===== src/rtl/mul_pipe_unit.sv =====
// mul_pipe_unit: fully pipelined WIDTHxWIDTH multiplier with valid/ready handshakes, op tag and sync flush.
// The product is formed at entry and carried through LAT stages under a global stall.
module mul_pipe_unit #(
  parameter int WIDTH = 16,
  parameter int LAT   = 2,
  parameter int ID_W  = 4
) (
  input  logic                       clk,
  input  logic                       rst_n,
  input  logic                       flush,
  input  logic                       in_valid,
  output logic                       in_ready,
  input  logic                       in_signed,
  input  logic [WIDTH-1:0]           in_a,
  input  logic [WIDTH-1:0]           in_b,
  input  logic [ID_W-1:0]            in_tag,
  output logic                       out_valid,
  input  logic                       out_ready,
  output logic [2*WIDTH-1:0]         out_prod,
  output logic [ID_W-1:0]            out_tag,
  output logic                       busy,
  output logic [$clog2(LAT+1)-1:0]   inflight
);
  localparam int CW = $clog2(LAT+1);
  logic                 w_adv, w_acc, w_hs;
  logic [2*WIDTH-1:0]   w_ea, w_eb, w_prod;
  logic [LAT-1:0]       r_vld;
  logic [2*WIDTH-1:0]   r_prod [LAT];
  logic [ID_W-1:0]      r_tag  [LAT];
  logic [CW-1:0]        r_cnt;
  assign out_valid = r_vld[LAT-1];
  assign out_prod  = r_prod[LAT-1];
  assign out_tag   = r_tag[LAT-1];
  assign w_adv     = !out_valid || out_ready;
  assign in_ready  = w_adv && !flush;
  assign w_acc     = in_valid && in_ready;
  assign w_hs      = out_valid && out_ready;
  assign inflight  = r_cnt;
  assign busy      = r_cnt != '0;
  // Extending to 2*WIDTH first makes the truncated product exact for both signed and unsigned operands.
  assign w_ea   = in_signed ? {{WIDTH{in_a[WIDTH-1]}}, in_a} : {{WIDTH{1'b0}}, in_a};
  assign w_eb   = in_signed ? {{WIDTH{in_b[WIDTH-1]}}, in_b} : {{WIDTH{1'b0}}, in_b};
  assign w_prod = w_ea * w_eb;
  always_ff @(posedge clk or negedge rst_n) begin
    if (!rst_n) begin
      r_vld <= '0;
      r_cnt <= '0;
      for (int i = 0; i < LAT; i++) begin
        r_prod[i] <= '0;
        r_tag[i]  <= '0;
      end
    end else begin
      if (flush) r_vld <= '0;
      else if (w_adv) r_vld <= LAT'({r_vld, w_acc});
      // Payloads only move behind a valid op so out_prod/out_tag keep the last result when idle.
      if (w_adv && !flush) begin
        if (w_acc) begin
          r_prod[0] <= w_prod;
          r_tag[0]  <= in_tag;
        end
        for (int i = 1; i < LAT; i++) begin
          if (r_vld[i-1]) begin
            r_prod[i] <= r_prod[i-1];
            r_tag[i]  <= r_tag[i-1];
          end
        end
      end
      r_cnt <= flush ? '0 : r_cnt + CW'(w_acc) - CW'(w_hs);
    end
  end
endmodule


===== config.mk =====
export PLATFORM = sky130hd
export DESIGN_NAME = mul_pipe_unit
export DESIGN_NICKNAME = d
export VERILOG_FILES = /design/src/rtl/mul_pipe_unit.sv
export SDC_FILE = /design/constraint.sdc
export NUM_CORES = 1
export LEC_CHECK = 0
export CAP_MARGIN = 20
export CORE_UTILIZATION = 35
export DETAILED_ROUTE_END_ITERATION = 10
export HOLD_SLACK_MARGIN = 0.08
export PLACE_DENSITY_LB_ADDON = 0.1
export SYNTH_ARGS = -nofsm -noshare
export SYNTH_HDL_FRONTEND = slang
export SYNTH_SLANG_ARGS = --single-unit

===== constraint.sdc =====
create_clock -name clk -period 3.95 [get_ports clk]
set_input_delay 0.395 -clock clk [delete_from_list [all_inputs] [get_ports clk]]
set_output_delay 0.395 -clock clk [all_outputs]
set_load 0.02 [all_outputs]

Word level (Yosys, flattened, before mapping)
Index checks and enable logic that the tools add are counted.
{"block": "totals", "elab_cells": 24, "out_inout_bits": 41, "register_bits": 76, "input_bits": 42}
{"block": "op_classes", "reduce_logical": 10, "n_mux": 5, "add_sub_neg": 2, "multipliers": 1}
{"cell": "two-way mux 32 bit", "count": 2}
{"cell": "multiplier 32 x 32 -> 32 bit", "count": 1}
{"cell": "two-way mux 2 bit", "count": 3}
{"cell": "AND reduction 2 bit", "count": 2}
{"cell": "nonzero test 2 bit", "count": 2}
{"cell": "logical AND 1 bit", "count": 3}
{"cell": "adder 2 x 1 -> 2 bit", "count": 1}
{"cell": "zero test 1 bit", "count": 2}
{"cell": "subtractor 2 x 1 -> 2 bit", "count": 1}
{"cell": "logical OR 1 bit", "count": 1}

Depth between registers and ports, before layout
Gate-level depths: netlist of the first run.
{"block": "depth", "ltp_word": 7, "depth_mapped": 30, "ltp_nobuf": 28}

Worst setup path before layout of the first run
OpenSTA, ideal clock, no wires.
{"block": "synth_timing", "path_kind": "input -> register", "from": "in in_signed", "to": "reg r_prod[60] (netlist name)", "t_required_ps": 3881, "path_stages": 25, "path_buffers": 2, "setup_time_ps": 69, "arrival_ps": 7190, "slack_ps": -3309, "cell_sequence": "clkbuf_1 -> and2_1 -> clkbuf_1 -> nand2_1 -> inv_1 -> fa_1 -> fa_1 -> fa_1 -> inv_1 -> fa_1 -> inv_1 -> fa_1 -> inv_1 -> fa_1 -> inv_1 -> fa_1 -> fa_1 -> ha_1 -> a21o_1 -> a21o_1 -> a221o_1 -> o311ai_4 -> a211oi_1 -> or4_1 -> nand3_1"}
{"block": "synth_between", "elab_chain_len": 2, "word_cells_on_any_way": 3, "cone_classes": "mul: 1; mux: 2"}
{"element": "from (decl)", "line_no": "13", "text": "input logic in_signed,"}
{"element": "two-way mux 32 bit (on tied branches)", "line_no": "41, 42"}
{"element": "multiplier 32 x 32 -> 32 bit *", "line_no": "43", "text": "assign w_prod = w_ea * w_eb;"}
{"element": "to (signal, indexed assignment)", "line_no": "63", "text": "r_prod[i] <= r_prod[i-1];"}
{"element": "to (decl)", "line_no": "28", "text": "logic [2*WIDTH-1:0] r_prod [LAT];"}
Every way passes the cells marked *; elsewhere a longest branch is shown, timed or not.
A chain may end at the register's enable or synchronous reset.

Final worst setup path of the first run
{"block": "layout_timing", "from": "in in_b[5]", "to": "reg r_prod[60] (netlist name)"}
{"block": "layout_between", "elab_chain_len": 2}
{"element": "from (decl)", "line_no": "15", "text": "input logic [WIDTH-1:0] in_b,"}
{"element": "two-way mux 32 bit", "line_no": "42", "text": "assign w_eb = in_signed ? {{WIDTH{in_b[WIDTH-1]}}, in_b} : {{WIDTH{1'b0}}, in_b};"}
{"element": "multiplier 32 x 32 -> 32 bit", "line_no": "43"}
No other way between the ends.

==> results of run 1 <==
[cells in the final DEF (no fill, tap or decap), types with 11 or more instances in the layout]
cell,instances
sky130_fd_sc_hd__a21o_1,15
sky130_fd_sc_hd__a21oi_1,17
sky130_fd_sc_hd__and2_1,154
sky130_fd_sc_hd__and2_4,27
sky130_fd_sc_hd__and3_1,15
sky130_fd_sc_hd__buf_12,12
sky130_fd_sc_hd__buf_4,201
sky130_fd_sc_hd__buf_6,61
sky130_fd_sc_hd__buf_8,11
sky130_fd_sc_hd__clkdlybuf4s50_1,50
sky130_fd_sc_hd__dfrtp_1,76
sky130_fd_sc_hd__fa_1,295
sky130_fd_sc_hd__fa_2,39
sky130_fd_sc_hd__ha_1,85
sky130_fd_sc_hd__ha_4,45
sky130_fd_sc_hd__inv_1,290
sky130_fd_sc_hd__inv_2,39
sky130_fd_sc_hd__mux2_2,44
sky130_fd_sc_hd__nand2_1,120
sky130_fd_sc_hd__nand2_2,16
sky130_fd_sc_hd__nor2_1,22
sky130_fd_sc_hd__o21ai_1,21
sky130_fd_sc_hd__xnor2_1,43
[layer usage]
metal,up-vias,GRT usage [%],wire length [µm]
li1,5306,-,-
met1,5890,24.2,17900
met2,82,34.8,23000
met3,34,1.27,527
met4,0,3.74,733
met5,-,0,0
[final cells by class]
type	instances	area share, %
tap	592	3.53
sequential	76	9.08
clock inverter	7	0.585
clock buffer	9	1.07
timing repair buffer	355	15.5
inverter	331	5.95
multi-input combinational	1093	64.3
[stage by stage]
stage	setup slack, ps	hold slack (ps)
floorplan	-2780	99.4
global placement	-3430	465
detailed placement	-3540	471
CTS	-2790	257
global route	-2830	299
finish	-2620	203
[flip-flops by register name (all words and copies together), names as in the netlist]
signal	flops
inflight	2
out_prod	32
r_prod	32
r_tag	4
out_tag	4
r_vld	2
[timing repair]
action | in CTS | in global routing
hold buffers | 0 | 0
pin swaps | 120 | 125
setup endpoints to repair | 27 | 26
resized for setup | 305 | 137
setup buffers | 35 | 27
endpoints found under the hold margin | 0 | 0
cloned | 1 | 0
[kinds of logic after synthesis]
| family | synth area share [%] |
|---|---|
| compound gates | 4.97 |
| xor+xnor | 3.64 |
| fa+ha+maj | 52.3 |
| buf+inv | 10.9 |
| flops | 12.0 |
| mux | 3.18 |
| simple gates | 13.1 |
[worst min-delay path by stage]
stage	slack, ps	cells after the start	end
floorplan	100	0	inflight[0]
global placement	460	2	r_prod[38]
detailed placement	470	2	r_prod[38]
CTS	260	1	out_tag[3]
global route	300	1	r_tag[7]
finish	200	1	out_tag[3]
[critical path, delay by kind of cell]
family	cells	cell delay, ps
simple gates	3	630
compound gates	5	1170
buf+inv	6	390
fa+ha+maj	9	4240
==> flow_metrics.env, run 1 <==
export IMPL_setup_tns_ps=-48670
export IMPL_hold_path_class="in -> async"
export IMPL_rr_worst_depth=5
export IMPL_die_height_um=215
export IMPL_placed_cells_incl_taps=2399
export IMPL_grt_pass1_vias=12700
export IMPL_cts_htree_levels=3
export IMPL_synth_area_leaders="sky130_fd_sc_hd__fa_1, sky130_fd_sc_hd__dfrtp_1, sky130_fd_sc_hd__ha_1"
export IMPL_utilization_pct=47.1
export IMPL_share_of_the_cycle_needed_by_the_critical_path_after_routing_pct=166
export IMPL_drv_slew=0
export IMPL_worstReg2RegEnd="r_prod[36]"
export IMPL_ctsRootBufferMaster="sky130_fd_sc_hd__clkbuf_16"
export IMPL_drv_cap=0
export IMPL_reg2reg_setup_slack_ps=1810
export IMPL_rsz0062_at_grt="true"
export IMPL_cts_buffers_inserted=9
export IMPL_slew_headroom_pct=36.5
export IMPL_synth_common_cells="sky130_fd_sc_hd__fa_1, sky130_fd_sc_hd__inv_1, sky130_fd_sc_hd__and2_1"
export IMPL_die_area_um2=46300
export IMPL_yosysMostFrequentCell="sky130_fd_sc_hd__fa_1"
export IMPL_place_area_um2=19100
export IMPL_port_buffers=82
export IMPL_drt_wirelength_um=42200
export IMPL_postSynthRegisterBits=76
export IMPL_synth_nets=2100
export IMPL_route_detailed_wl_per_inst_um=17.1
export IMPL_layout_min_cycle_time_ps=6570
export IMPL_clock_insertion_delay_worst_skew_ps=330
export IMPL_post_cts_clock_slew_at_the_launch_and_capture_registers_of_the_worst_setup_and_hold_paths_ps=60
export IMPL_outcome="finished with violations"
export IMPL_dr_first_iter_drc_count=353
export IMPL_cts_sink_count=76
export IMPL_route_vias_total=11300
export IMPL_cp_arrival_ps=6830
export IMPL_grt_pass1_wl_um=68300
export IMPL_cpMaxStageDelayCell="sky130_fd_sc_hd__fa_2"
export IMPL_tightest_slew_ps=953
export IMPL_floorplan_initialDensity_pct=35.7
export IMPL_tritoncts_clock_tree="yes"
export IMPL_synthesis_instances=1594
export IMPL_synth_top_cell_by_area="sky130_fd_sc_hd__fa_1"
export IMPL_flip_flop_and_latch_area_um2=1900
export IMPL_die_w_um=215
export IMPL_ys_warn_count=0
export IMPL_grt_max_degree=77
export IMPL_fmax_achieved_mhz=152
export IMPL_route_detailed_vias_per_inst=4.59
export IMPL_finalHoldViolations=0
export IMPL_crit_reg2reg_launch="r_vld[1]"
export IMPL_grt_util_all_layers_pct=18.9
export IMPL_end_kind="flip-flop"
export IMPL_top_level_ports=83
export IMPL_criticalPathCategory="in -> reg"
export IMPL_crit_chain="buf_8, buf_6, and2_4, fa_2, fa_2, fa_1, inv_2, fa_1, inv_2, fa_1, inv_2, fa_1, inv_2, fa_2, fa_2, ha_4, a21o_1, a21o_1, a221o_1, o311ai_4, a211oi_2, or4_1, nand3_1"
export IMPL_gpl_final_weighted_congestion=0.828
export IMPL_finalNonFillerCells=2463
export IMPL_post_route_worst_setup_slack_ps=-2620
export IMPL_grt_overflow=0
export IMPL_critical_path_max_fanout=5
export IMPL_antenna_cells_inserted=0
export IMPL_core_rowCount=77
export IMPL_final_setup_skew_ps=5.81
export IMPL_layout_nets=2372
export IMPL_syn2layout_area_growth_pct=31.8
export IMPL_violations="negative setup slack"
export IMPL_finalSetupViolCount=24
export IMPL_setup_worst_path_start="in_b[5]"
export IMPL_drcViolationCount=0
export IMPL_core_area_um2=44500
export IMPL_drt_first_pass_iters=4
export IMPL_max_stage_delay_ps=570
export IMPL_synthesis_area_um2=15900
export IMPL_postRouteAntennaNets=0
export IMPL_syn_mean_instance_area_um2=9.98
export IMPL_multi_input_comb_area_um2=13500
export IMPL_synth_ff_type="sky130_fd_sc_hd__dfrtp_1"
export IMPL_detailed_place_hpwl_um=36300
export IMPL_post_route_cell_area_um2=21000
export IMPL_yosysSeqAreaShare_pct=12.0
export IMPL_synth_edf_count=0
export IMPL_post_synth_top_area_fraction_pct=42.0
export IMPL_cts_path_max_buffers=2
export IMPL_antenna_violations_before_repair=1
export IMPL_setup_worst_path_end="r_prod[60]"
export IMPL_layout_filler_cells=4288
export IMPL_worst_ep_required_time_ps=4210
export IMPL_ys_async_sr_fraction_pct=100
export IMPL_drive_gt1_share_pct=31.9
export IMPL_yosys_cell_types_count=54
export IMPL_critical_path_startpoint_type="input port"
Power of run 1 is left out: the tool's default activity adds up to more than one toggle a clock period on the data nets, which glitch-free logic cannot reach.
==> run 2, diff against run 1 <==
--- a/config.mk
+++ b/config.mk
@@ -6,10 +6,12 @@
 export NUM_CORES = 1
 export LEC_CHECK = 0
 export CAP_MARGIN = 20
+export CORE_MARGIN = 2
 export CORE_UTILIZATION = 35
 export DETAILED_ROUTE_END_ITERATION = 10
 export HOLD_SLACK_MARGIN = 0.08
 export PLACE_DENSITY_LB_ADDON = 0.1
+export SETUP_SLACK_MARGIN = 0.05
 export SYNTH_ARGS = -nofsm -noshare
 export SYNTH_HDL_FRONTEND = slang
 export SYNTH_SLANG_ARGS = --single-unit
==> constraint.sdc (replaced) <==
create_clock -name clk -period 8.45 [get_ports clk]
set_input_delay 0.845 -clock clk [delete_from_list [all_inputs] [get_ports clk]]
set_output_delay 0.845 -clock clk [all_outputs]
set_load 0.02 [all_outputs]
==> run 2 against run 1 <==
Against the previous run:
- the run now ends clean
- non-clock buffer count is 221 lower
- cell area is 16% lower
- global-route usage is 1.3 points lower
- critical endpoint unchanged
- critical path depth stayed put
- clock-buffer cell count is 1 higher
- sequential share of layout area is 1.7 points higher
- highest routed layer unchanged
- register-to-register slack better by 4400 ps
- wire length is 6.8% lower
- critical path type unchanged
- die area is 1.9% higher
==> flow_metrics.env, run 2 (same netlist as run 1, synthesis figures left out) <==
export IMPL_grt_pass1_vias=11500
export IMPL_finalHoldViolations=0
export IMPL_cts_sink_count=76
export IMPL_cts_post_setup_buffers_inserted=0
export IMPL_grt_max_degree=77
export IMPL_dp_worst_setup_slack_ps=226
export IMPL_rsz0062_at_grt="false"
export IMPL_top_level_ports=83
export IMPL_grt_util_all_layers_pct=17.6
export IMPL_drcViolationCount=0
export IMPL_fmax_achieved_mhz=126
export IMPL_final_common_cell="sky130_fd_sc_hd__fa_1"
export IMPL_floorplan_initialDensity_pct=35.3
export IMPL_core_rowCount=78
export IMPL_detailed_place_hpwl_um=34800
export IMPL_route_detailed_vias_per_inst=4.66
export IMPL_grt_overflow=0
export IMPL_cts_hold_buffers=0
export IMPL_share_of_the_cycle_needed_by_the_critical_path_after_routing_pct=93.9
export IMPL_critical_path_startpoint_type="input port"
export IMPL_antenna_cells_inserted=0
export IMPL_dr_first_iter_drc_count=388
export IMPL_grt_pass1_wl_um=63900
export IMPL_drv_slew=0
export IMPL_path_common_cell="sky130_fd_sc_hd__fa_1"
export IMPL_cts_path_max_buffers=2
export IMPL_die_w_um=217
export IMPL_ctsRootBufferMaster="sky130_fd_sc_hd__clkbuf_16"
export IMPL_final_setup_skew_ps=8.86
export IMPL_post_route_worst_setup_slack_ps=513
export IMPL_route_detailed_wl_per_inst_um=17.5
export IMPL_criticalPathCategory="in -> reg"
export IMPL_worst_ep_required_time_ps=8710
export IMPL_gpl_final_weighted_congestion=0.824
export IMPL_finalSetupViolCount=0
export IMPL_clock_insertion_delay_worst_skew_ps=330
export IMPL_cp_arrival_ps=8200
export IMPL_hold_path_class="in -> async"
export IMPL_end_kind="flip-flop"
export IMPL_drive_gt1_share_pct=7.64
export IMPL_critical_path_max_fanout=12
export IMPL_layout_nets=2151
export IMPL_most_used_cells_in_the_layout_excluding_fill_and_tap_cells="sky130_fd_sc_hd__fa_1, sky130_fd_sc_hd__inv_1, sky130_fd_sc_hd__and2_1"
export IMPL_crit_chain="clkdlybuf4s50_1, nand2_1, inv_1, fa_1, fa_1, fa_1, inv_1, fa_1, inv_1, fa_1, inv_1, fa_1, inv_1, fa_1, fa_1, ha_1, a21o_1, a21o_1, a221o_1, o311ai_4, a211oi_1, or4_1, nand3_1"
export IMPL_antenna_violations_before_repair=1
export IMPL_cts_htree_levels=3
export IMPL_tritoncts_clock_tree="yes"
export IMPL_syn2layout_area_growth_pct=11.2
export IMPL_cts_buffers_inserted=9
export IMPL_drv_cap=0
export IMPL_postRouteAntennaNets=0
export IMPL_layout_min_cycle_time_ps=7940
export IMPL_drt_first_pass_iters=5
export IMPL_post_cts_resized_instances=0
export IMPL_die_height_um=217
export IMPL_rr_worst_depth=5
export IMPL_setup_tns_ps=0
export IMPL_tightest_slew_ps=663
export IMPL_cpMaxStageDelayCell="sky130_fd_sc_hd__clkdlybuf4s50_1"
export IMPL_core_area_um2=45100
export IMPL_max_stage_delay_ps=780
export IMPL_drt_wirelength_um=39300
export IMPL_port_buffers=82
export IMPL_route_vias_total=10500
export IMPL_outcome="complete, no violations"
export IMPL_slew_headroom_pct=55.7
export IMPL_die_area_um2=47200
export IMPL_post_cts_clock_slew_at_the_launch_and_capture_registers_of_the_worst_setup_and_hold_paths_ps=60
export IMPL_holdWs_ps=325
-- run 2: cell count changes in the layout (fill, tap and decap cells not counted), moves of 39 or more --
cell                    previous run  this run
sky130_fd_sc_hd__ha_4             45         0
sky130_fd_sc_hd__inv_1           290       330
sky130_fd_sc_hd__buf_6            61         0
sky130_fd_sc_hd__ha_1             85       130
sky130_fd_sc_hd__fa_2             39         0
sky130_fd_sc_hd__buf_4           201        52
sky130_fd_sc_hd__fa_1            295       334
-- run 2: worst paths after layout --
kind / startpoint / slack [ps] / endpoint
worst max-delay path: in_b[2] / 510 / r_prod[60]
worst min-delay path: rst_n / 330 / r_tag[7]
worst max register to register: r_vld[1] / 6260 / out_prod[1]
worst min register to register: r_prod[62] / 470 / r_prod[62]
max in group asynchronous: rst_n / 7560 / out_prod[17]
min in group clk: r_prod[62] / 470 / r_prod[62]
-- run 2: cell type report --
type / count / area, µm²
Multi-Input combinational cell: 1093 / 12300
Clock inverter: 6 / 62.6
Fill cell: 4597 / 27400
Tap cell: 600 / 751
Clock buffer: 10 / 229
Timing Repair Buffer: 134 / 1230
Sequential cell: 76 / 1900
Inverter: 331 / 1240
-- run 2: worst max-delay path: cells and delay by family --
family | cells | cell delay [ps]
AO/OA/AOI/OAI | 5 | 1250
AND/OR/NAND/NOR | 3 | 760
adder cells (fa/ha/maj) | 9 | 4190
buffers and inverters | 6 | 1140
-- run 2: routing by layer --
metal | vias up | part of all wire, % | wire length (µm) | global-route usage [%]
li1 | 4868 | - | - | -
met1 | 5501 | 41 | 16300 | 22.5
met2 | 92 | 55 | 21600 | 32.6
met3 | 35 | 1.9 | 757 | 1.24
met4 | 0 | 1.8 | 724 | 3.42
met5 | - | 0 | 0 | 0
-- run 2: stage by stage --
| step | util, % | cell area, µm² | std cells |
|---|---|---|---|
| floorplan | - | 15900 | 1594 |
| global placement | 38.5 | 17400 | 2233 |
| detailed placement | 38.5 | 17400 | 2233 |
| CTS | 39.2 | 17700 | 2249 |
| global route | 39.2 | 17700 | 2250 |
| finish | 39.2 | 17700 | 2250 |
Power of run 2 is left out for the same reason.
==> run 3, diff against run 2 <==
==> constraint.sdc (replaced) <==
create_clock -name clk -period 9 [get_ports clk]
set_input_delay 0.9 -clock clk [delete_from_list [all_inputs] [get_ports clk]]
set_output_delay 0.9 -clock clk [all_outputs]
set_load 0.02 [all_outputs]
==> run 3 against run 2 <==
Against the previous run:
- clock skew fell by 1.9 ps
- register-to-register slack improved by 530 ps
- global-route usage about the same
- via count is 1.1% lower
- cell area down 1.1%
==> flow_metrics.env, run 3 (same netlist as run 1, synthesis figures left out) <==
export IMPL_rr_worst_depth=6
export IMPL_critical_path_startpoint_type="input port"
export IMPL_drv_slew=0
export IMPL_outcome="complete, no violations"
export IMPL_post_cts_clock_slew_at_the_launch_and_capture_registers_of_the_worst_setup_and_hold_paths_ps=60
export IMPL_core_rowCount=78
export IMPL_grt_max_degree=77
export IMPL_dr_first_iter_drc_count=433
export IMPL_worst_ep_required_time_ps=9230
export IMPL_placed_cells_incl_taps=2211
export IMPL_met3RoutedLength_um=577
export IMPL_holdWs_ps=476
export IMPL_drt_wirelength_um=39200
export IMPL_antenna_cells_inserted=0
export IMPL_critical_path_max_fanout=17
export IMPL_die_area_um2=47200
export IMPL_met2WireLength_um=21300
export IMPL_layout_nets=2128
export IMPL_setup_worst_path_start="in_b[5]"
export IMPL_grt_pass1_wl_um=63800
export IMPL_layout_min_cycle_time_ps=8160
export IMPL_tritoncts_clock_tree="yes"
export IMPL_grt_overflow=0
export IMPL_tightest_slew_ps=968
export IMPL_cts_buffers_inserted=9
export IMPL_finalSetupViolCount=0
export IMPL_setup_worst_path_end="r_prod[61]"
export IMPL_cts_path_max_buffers=2
export IMPL_dr_max_layer_used="met4"
export IMPL_finalNonFillerCells=2226
export IMPL_slew_headroom_pct=35.4
export IMPL_crit_chain="clkdlybuf4s50_1, nand2_1, fa_1, inv_1, fa_1, inv_1, fa_1, inv_1, fa_1, fa_1, fa_1, fa_1, inv_1, fa_1, inv_1, ha_1, nand3_1, or3_1, o21ai_0, a21oi_1, nor3b_1, o31ai_1"
export IMPL_post_route_worst_setup_slack_ps=841
export IMPL_hold_path_class="reg -> reg"
export IMPL_fmax_achieved_mhz=123
export IMPL_final_setup_skew_ps=6.96
export IMPL_reg2reg_setup_slack_ps=6790
export IMPL_drv_cap=0
export IMPL_crit_reg2reg_launch="r_vld[1]"
export IMPL_antenna_violations_before_repair=0
export IMPL_die_w_um=217
export IMPL_syn2layout_area_growth_pct=10.0
export IMPL_rsz0062_at_grt="false"
export IMPL_path_common_cell="sky130_fd_sc_hd__fa_1"
export IMPL_grt_pass1_vias=11300
export IMPL_cts_hold_buffers=0
export IMPL_cts_sink_count=76
export IMPL_grt_util_all_layers_pct=17.5
export IMPL_cpMaxStageDelayCell="sky130_fd_sc_hd__clkdlybuf4s50_1"
export IMPL_ctsRootBufferMaster="sky130_fd_sc_hd__clkbuf_16"
export IMPL_share_of_the_cycle_needed_by_the_critical_path_after_routing_pct=90.7
export IMPL_die_height_um=217
export IMPL_cp_arrival_ps=8390
export IMPL_drcViolationCount=0
export IMPL_drive_gt1_share_pct=6.33
export IMPL_cts_post_setup_buffers_inserted=0
export IMPL_floorplan_initialDensity_pct=35.3
export IMPL_dp_worst_setup_slack_ps=511
export IMPL_final_common_cell="sky130_fd_sc_hd__fa_1"
export IMPL_finalHoldViolations=0
export IMPL_detailed_place_hpwl_um=34100
export IMPL_route_detailed_vias_per_inst=4.66
export IMPL_post_cts_resized_instances=0
export IMPL_port_buffers=82
export IMPL_route_vias_total=10400
export IMPL_layout_filler_cells=4664
export IMPL_clock_insertion_delay_worst_skew_ps=330
export IMPL_wirelength_met1_um=16500
export IMPL_setup_tns_ps=0
export IMPL_max_stage_delay_ps=840
export IMPL_gpl_final_weighted_congestion=0.824
export IMPL_end_kind="flip-flop"
export IMPL_postRouteAntennaNets=0
export IMPL_most_used_cells_in_the_layout_excluding_fill_and_tap_cells="sky130_fd_sc_hd__fa_1, sky130_fd_sc_hd__inv_1, sky130_fd_sc_hd__and2_1"
export IMPL_core_area_um2=45100
export IMPL_top_level_ports=83
export IMPL_route_detailed_wl_per_inst_um=17.6
export IMPL_criticalPathCategory="in -> reg"
export IMPL_worstReg2RegEnd="r_prod[60]"
export IMPL_cts_htree_levels=3
export IMPL_drt_first_pass_iters=4
==> run 3: worst min path at each step <==
stage                    start    endpoint  slack (ps)  cells after the start
CTS                 r_prod[57]  r_prod[57]         480                      1
finish              r_prod[57]  r_prod[57]         480                      1
global placement    r_prod[57]  r_prod[57]         460                      1
global route        r_prod[57]  r_prod[57]         490                      1
detailed placement  r_prod[57]  r_prod[57]         470                      1
floorplan           r_prod[55]  r_prod[55]         440                      2
==> run 3: critical path: cells and delay by family <==
kind                       cells  cell delay [ps]
buffers and inverters          6             1230
and+or+nand+nor                4             1000
AOI/OAI and AO/OA              3              420
adders and majority gates      9             4820
==> run 3: area by class of cell <==
| type | instances | area (µm²) | share of cell area [%] |
|---|---|---|---|
| inverters | 331 | 1240 | 7.10 |
| flip-flops and latches | 76 | 1900 | 10.9 |
| clock buffers | 9 | 225 | 1.29 |
| well taps | 600 | 751 | 4.29 |
| multi-input cells | 1093 | 12300 | 70.2 |
| repair buffers | 111 | 1040 | 5.92 |
| clock inverters | 6 | 65.1 | 0.372 |
==> run 3: stage by stage <==
step | utilization, % | cell area, µm²
3_5_place_dp | 38.2 | 17200
3_3_place_gp | 38.2 | 17200
6_report | 38.8 | 17500
4_1_cts | 38.8 | 17500
5_1_grt | 38.8 | 17500
2_1_floorplan | - | 15900
==> run 3: layer usage <==
| layer | GRT usage, % | up-vias |
|---|---|---|
| met2 | 32.0 | 91 |
| met3 | 1.24 | 30 |
| met1 | 22.7 | 5445 |
| met4 | 4.00 | 0 |
| met5 | 0 | - |
| li1 | - | 4816 |
Power of run 3 is left out for the same reason.
